`src/rtl/rom_port_arbiter.sv`:
```
// Round-robin arbiter and burst sequencer sharing one ROM port among NREQ requesters.
// Read data is steered back to the burst owner one cycle after each issued beat.
module rom_port_arbiter #(
   parameter int NREQ  = 2,
   parameter int ASIZE = 11,
   parameter int WIDTH = 16,
   parameter int LSIZE = 5
) (
   input  logic                  clk,
   input  logic                  rst,
   input  logic [NREQ-1:0]       req,
   input  logic [NREQ*ASIZE-1:0] req_addr,
   input  logic [NREQ*LSIZE-1:0] req_len,
   output logic [NREQ-1:0]       gnt,
   output logic                  busy,
   output logic                  rom_en,
   output logic [ASIZE-1:0]      rom_addr,
   input  logic [WIDTH-1:0]      rom_dout,
   output logic [NREQ-1:0]       rvalid,
   output logic                  rlast,
   output logic [WIDTH-1:0]      rdata
);

   localparam int PW = (NREQ > 1) ? $clog2(NREQ) : 1;

   typedef enum logic {
      IDLE  = 1'b0,
      BURST = 1'b1
   } state_t;

   state_t           state;
   state_t           state_nx;
   logic [PW-1:0]    ptr;
   logic [PW-1:0]    owner;
   logic [PW-1:0]    win;
   logic             found;
   logic [ASIZE-1:0] addr;
   logic [LSIZE-1:0] cnt;
   logic [ASIZE-1:0] win_addr;
   logic [LSIZE-1:0] win_len;
   logic [LSIZE-1:0] len_eff;
   logic             start;
   logic             last;

   function automatic logic [PW-1:0] wrap_idx(input int v);
      int r;
      r = v;
      if (r >= NREQ) r = r - NREQ;
      return PW'(r);
   endfunction

   // First requesting index at or above ptr, wrapping
   always_comb begin
      win   = '0;
      found = 1'b0;
      for (int i = 0; i < NREQ; i++) begin
         if (!found && req[wrap_idx(int'(ptr) + i)]) begin
            found = 1'b1;
            win   = wrap_idx(int'(ptr) + i);
         end
      end
   end

   assign win_addr = req_addr[win*ASIZE +: ASIZE];
   assign win_len  = req_len[win*LSIZE +: LSIZE];
   assign len_eff  = (win_len == '0) ? LSIZE'(1) : win_len;
   assign start    = (state == IDLE) && found;
   assign last     = (state == BURST) && (cnt == LSIZE'(1));

   always_ff @(posedge clk or posedge rst) begin
      if (rst) state <= IDLE;
      else     state <= state_nx;
   end

   always_comb begin
      state_nx = state;
      unique case (state)
         IDLE:  if (found) state_nx = BURST;
         BURST: if (cnt == LSIZE'(1)) state_nx = IDLE;
         default: state_nx = IDLE;
      endcase
   end

   always_ff @(posedge clk or posedge rst) begin
      if (rst) begin
         ptr    <= '0;
         owner  <= '0;
         addr   <= '0;
         cnt    <= '0;
         gnt    <= '0;
         rvalid <= '0;
         rlast  <= 1'b0;
      end else begin
         gnt <= '0;
         if (start) begin
            owner <= win;
            addr  <= win_addr;
            cnt   <= len_eff;
            gnt   <= NREQ'(1) << win;
            ptr   <= (int'(win) == NREQ - 1) ? '0 : win + PW'(1);
         end else if (state == BURST) begin
            addr <= addr + ASIZE'(1);
            cnt  <= cnt - LSIZE'(1);
         end
         // Return pipeline: tags each beat with its owner as the ROM data lands
         rvalid <= rom_en ? (NREQ'(1) << owner) : '0;
         rlast  <= last;
      end
   end

   assign busy     = (state == BURST);
   assign rom_en   = busy;
   assign rom_addr = addr;
   assign rdata    = rom_dout;

endmodule

```
`config.mk`:
```
export PLATFORM = sky130hd
export DESIGN_NAME = rom_port_arbiter
export DESIGN_NICKNAME = d
export VERILOG_FILES = /design/src/rtl/rom_port_arbiter.sv
export SDC_FILE = /design/constraint.sdc
export NUM_CORES = 1
export LEC_CHECK = 0
export ABC_AREA = 1
export BUFFER_PORTS_ARGS = -buffer_cell sky130_fd_sc_hd__buf_2
export CORE_MARGIN = 1
export CORE_UTILIZATION = 41
export DETAILED_ROUTE_END_ITERATION = 16
export GPL_ROUTABILITY_DRIVEN = 0
export GPL_TIMING_DRIVEN = 1
export PLACE_DENSITY = 0.76
export SLEW_MARGIN = 40
export SYNTH_ARGS = -nofsm -noshare
export SYNTH_HDL_FRONTEND = slang
export SYNTH_SLANG_ARGS = --single-unit
```
`constraint.sdc`:
```
create_clock -name clk -period 1.4 [get_ports clk]
set_clock_uncertainty 0.1 [all_clocks]
set_input_delay 0.07 -clock clk [delete_from_list [all_inputs] [get_ports clk]]
set_output_delay 0.07 -clock clk [all_outputs]
set_load 0.03 [all_outputs]
```
Word level (Yosys, flattened, before mapping)
Index checks and enable logic that the tools add are counted.

storage, ports and cells
  logic and storage cells = 53
  bits in registers = 24

cells by class
  multipliers = 2
  $lt $le $gt $ge = 4
  eq/ne operators = 1
  muxes and demuxes = 21
  shifts and indexed selects = 4
  bitwise operators = 1
  reductions and logical operators = 6
  $add $sub $neg = 6

operators with widths
  cell                   count
  $mux 11                2
  $shiftx 22x6->11       1
  $mux 5                 3
  $mux 1                 13
  $add 11x1->11 const B  1
  $shiftx 10x5->5        1
  $eq 5x1->1 const B     1
  $logic_not 5->1        1
  $mul 1x4->5 const B    1
  $sub 5x1->5 const B    1
  $lt 1x2->1 const B     2
  $mul 1x3->4 const B    1
  $mux 2                 2
  $shl 1x1->2 const A    2
  $logic_and 1x1->1      3
  $add 1x1->2 const B    1
  $ge 1x2->1 const B     1
  $ge 2x2->1 const B     1
  $pmux 1 s2             1
  $reduce_bool 2->1      1
  $sub 1x1->1 const B    2
  $add 1x1->1 const B    1
  $logic_not 1->1        1
  $not 1->1              1

Logic depth before layout (Yosys ltp)
  word-level depth = 13
  gate-level depth with buffers = 10
  depth with buffers taken out = 10

Worst setup path before layout
Ideal clock, no wire load.

  kind = flip-flop to flip-flop
  start point = reg addr[0], in the netlist rom_addr[0]
  end point = reg addr[8], in the netlist rom_addr[8]
  data arrival time = 1.390 ns
  stages on the path, launching flop included = 8
  period minus slack after synthesis = 1.567 ns
  path slack = -0.167 ns
  required time = 1.223 ns
  cell sequence = dfrtp_1 ha_1 nand2_1 nor2_1 nand3_1 nand2_1 nand2_1 a21oi_1

on the way
  word-level cells in the longest chain between the ends = 3

ends and longest elaborated chain
  item                    line  text
  start, declared         37    logic [ASIZE-1:0] addr;
  start signal, assigned  97    addr <= win_addr;
  start signal, assigned  102   addr <= addr + ASIZE'(1);
  $add 11x1->11           102
  $mux 11                 101   end else if (state == BURST) begin
  $mux 11                 95    if (start) begin

No other way between the ends. The select of a mux whose other input is x is not followed.
A chain may end at the register's enable or synchronous reset.

Worst setup path in the final report
  start point = reg state, in the netlist busy
  end point = reg addr[5], in the netlist rom_addr[5]

on the way
  word-level cells in the longest chain between the ends = 3
  elaborated cells between the ends (all ways) = 4

ends and longest elaborated chain
  item                                                 line  text
  start, declared                                      31    state_t state;
  start signal, assigned                               72    else state <= state_nx;
  $not 1->1                                            -
  $logic_and 1x1->1                                    67    assign start = (state == IDLE) && found;
  $mux 11 / $reduce_bool 2->1 (equally long branches)  -

Parallel ways exist; a longest one is shown, timed or not.

==> flow_summary.rst <==
.. list-table::
   :header-rows: 1

   * - Metric
     - Value
   * - Arrival time at the worst endpoint
     - 1.43 ns
   * - Final slew viol count
     - 0
   * - Final std cells w/o fill
     - 345
   * - Leakage power figure
     - 1.15 nW
   * - Number of synthesized flops with an enable pin
     - 0
   * - Synthesis Warnings
     - 0
   * - CP Launch Type
     - register
   * - Number of antenna diodes
     - 0
   * - Fin. Hold Viols
     - 0
   * - Area added between synthesis and finish
     - 25.9%
   * - Count of different cell masters after synthesis
     - 25
   * - Number of antenna violations at the first check in global routing
     - 0
   * - Cell area after layout
     - 2150 um2
   * - First-pass GRT wire length
     - between 6000 and 7000 um
   * - Horizontal extent of the die
     - ~66 um
   * - RSZ-0062 raised after global routing
     - true
   * - Number of synthesized register bits
     - 24
   * - Detailed Routing Iterations Pass 1
     - 4
   * - Slew at the pin with the worst max-slew slack
     - ~0.46 ns
   * - Final net count
     - 351
   * - Placement row count
     - 23
   * - H-tree lvl count
     - 1
   * - Post-DR wirelength/cell
     - 12.6 um
   * - CTS tree
     - built
   * - Count of vias placed by the detailed router
     - around 1700
   * - Required @ worst endpoint
     - 1.45 ns
   * - Total area of multi-input combinational cells
     - 868 um2
   * - Num ports
     - 86
   * - Detailed Route WL
     - 4330 um
   * - Leading cell type by number of instances after synthesis
     - sky130_fd_sc_hd__nand2_1
   * - First-iteration detailed-routing DRC count
     - 196
   * - Endpoint class of the critical path
     - register
   * - Utilization after layout
     - around 54%
   * - Remaining routing DRC violations
     - 0
   * - Max-slew headroom at the worst pin
     - 68.9%
   * - Area share of the leading cell type in the synthesized netlist
     - a little over a third
   * - Fillers
     - 385
   * - DP Wirelength
     - 3120 um
   * - Total negative setup slack
     - 0 ns
   * - Proportion of layout cells with a drive suffix above 1
     - 33.6%
   * - Total grt overflow
     - 0
   * - Clock-pin slew of the registers on the worst-case setup and hold paths
     - 0.09 ns
   * - Sequential cell area in the final layout
     - 607 um2
   * - CTS sink cnt
     - 24
   * - Fmax
     - 722 MHz
   * - TritonCTS buffer count
     - 3
   * - Die outline area
     - 4420 um2
   * - Number of buffers on the longest clock path
     - 2
   * - Final number of setup-violating endpoints
     - 0
   * - Yosys top cell by area
     - sky130_fd_sc_hd__dfrtp_1
   * - Share of the yosys chip area belonging to registers
     - 35.2%
   * - Core box area
     - between 4000 and 5000 um2
   * - All-Layer GR Usage
     - just over 20%
   * - Largest incremental delay on the critical path
     - 0.50 ns
   * - Proportion of synthesized flip-flops having asynchronous set or reset
     - 100%
   * - Number of instances in the synthesized netlist
     - 240
   * - Synth Cell Area
     - between 1500 and 2000 um2
   * - Crit path max fanout
     - 11
   * - Sequence of cells on the critical path
     - inv_4 -> nand2_2 -> buf_4 -> nor2_1 -> a21oi_1
   * - Clock latency on the worst-skew pair
     - between 0.2 and 0.3 ns
   * - Post-placement cell count
     - approximately 330
   * - Vias in the first global route
     - 1593
   * - Pin count of the biggest net entering global routing
     - 25
   * - Outcome
     - completed
   * - Initial core utilization
     - a little over two fifths
   * - Final Total Pwr
     - 4.47 mW
   * - Detailed-route vias per instance
     - 4.94
   * - Count of antenna-violating nets left after detailed routing
     - 0
   * - IR Drop Worst-Case VDD
     - 0.676 mV
   * - Total placed instance area
     - ~1900 um2
   * - Worst setup path category
     - reg -> reg
   * - Synth top cells by count
     - sky130_fd_sc_hd__nand2_1, sky130_fd_sc_hd__nor2_1, sky130_fd_sc_hd__dfrtp_1
   * - Crit share post-route
     - between 90% and 100%
   * - Most used flip-flop cell after synthesis
     - sky130_fd_sc_hd__dfrtp_1
   * - Critical path's slowest cell
     - sky130_fd_sc_hd__dfrtp_2
   * - Per-instance average area after synthesis
     - 7.11 um2
   * - Pwr Density
     - 2080 nW/um2
   * - Cell types with the largest area share after synthesis
     - sky130_fd_sc_hd__dfrtp_1, sky130_fd_sc_hd__nand2_1, sky130_fd_sc_hd__buf_4, sky130_fd_sc_hd__nor2_1, sky130_fd_sc_hd__nand3_1
   * - Max capacitance violation total
     - 0
   * - Syn nets
     - 295
   * - Vertical extent of the die
     - 66.5 um
   * - Count of input and output buffers
     - 53
   * - Class of the tightest hold or removal check
     - in -> reg
   * - Final Critical Period
     - around 1.4 ns
   * - Root Buffer
     - sky130_fd_sc_hd__clkbuf_8
-- area by class of cell --
type                       instances  area share (%)
timing repair buffer              73            20.2
clock inverter                     1            1.40
inverter                          26            4.90
clock buffer                       3            1.92
multi-input combinational        168            40.4
sequential                        24            28.3
tap                               50            2.91
-- flip-flops by register name (all words and copies together) (netlist names) --
register	count
rom_addr	11
cnt	5
gnt	2
rvalid	2
busy	1
owner	1
ptr	1
rlast	1
-- power breakdown --
part / switching [mW] / internal [mW] / leakage (nW)
Clock: 0.229 / 0.383 / 0.0357
Combinational: 1.53 / 0.944 / 0.826
Sequential: 0.347 / 1.04 / 0.284
-- kinds of logic after synthesis --
logic type,share of synthesized area [%]
simple gates,34.9
buf+inv,16.8
xor+xnor,0.514
compound gates,10.4
flops,35.2
fa+ha+maj,2.20
-- critical path: cells and delay by family, from the launching register on --
kind                   cells  cell delay (ns)
buffers and inverters      2             0.31
AO/OA/AOI/OAI              1             0.07
flip-flops                 1             0.50
AND/OR/NAND/NOR            2             0.27
-- stage by stage --
| stage | hold slack [ns] | setup slack (ns) |
|---|---|---|
| after global routing | 0.0234 | -0.0373 |
| after floorplan | -0.0156 | 0.0132 |
| after CTS | 0.0106 | 0.0100 |
| after detailed placement | 0.0387 | -0.00184 |
| after global placement | 0.0321 | 0.00818 |
| final | 0.0159 | 0.0155 |
-- worst paths after layout --
check | startpoint | slack [ns] | cells past startpoint | endpoint
worst max-delay path | busy | 0.02 | 5 | rom_addr[5]
worst min-delay path | req_addr[1] | 0.02 | 5 | rom_addr[1]
worst max register to register | busy | 0.02 | 5 | rom_addr[5]
worst min register to register | owner | 0.36 | 1 | rvalid[0]
max in group asynchronous | rst | 0.65 | 4 | busy
min in group asynchronous | rst | 0.28 | 4 | rvalid[0]
-- cells in the final DEF (no fill, tap or decap), types with 2 or more instances in the layout --
| cell | count |
|---|---|
| sky130_fd_sc_hd__nand2_1 | 67 |
| sky130_fd_sc_hd__buf_2 | 53 |
| sky130_fd_sc_hd__nor2_1 | 29 |
| sky130_fd_sc_hd__inv_1 | 21 |
| sky130_fd_sc_hd__nand3_1 | 20 |
| sky130_fd_sc_hd__dfrtp_1 | 19 |
| sky130_fd_sc_hd__buf_4 | 14 |
| sky130_fd_sc_hd__o21ai_0 | 12 |
| sky130_fd_sc_hd__a21oi_1 | 9 |
| sky130_fd_sc_hd__o211ai_1 | 5 |
| sky130_fd_sc_hd__dfrtp_2 | 5 |
| sky130_fd_sc_hd__o21ai_1 | 4 |
| sky130_fd_sc_hd__dlygate4sd3_1 | 4 |
| sky130_fd_sc_hd__nor2_4 | 3 |
| sky130_fd_sc_hd__inv_2 | 3 |
| sky130_fd_sc_hd__nand2_4 | 3 |
| sky130_fd_sc_hd__clkbuf_8 | 3 |
| sky130_fd_sc_hd__nand2_2 | 2 |
| sky130_fd_sc_hd__nor2_2 | 2 |
| sky130_fd_sc_hd__buf_6 | 2 |
-- timing repair --
item	4_1_cts	5_1_grt
hold buffers	4	0
resized for setup	0	16
endpoints found under the hold margin	26	0
buffers inserted	3	6
pin swaps	1	2
endpoints found under the setup margin	4	14
-- per-layer routing --
metal,GRT usage [%],wire length (um)
met1,24.1,1800
met4,7.71,109
met5,0,0
met2,36.5,2140
met3,2.40,283
Note: power is estimated with default switching activity, not from simulation.
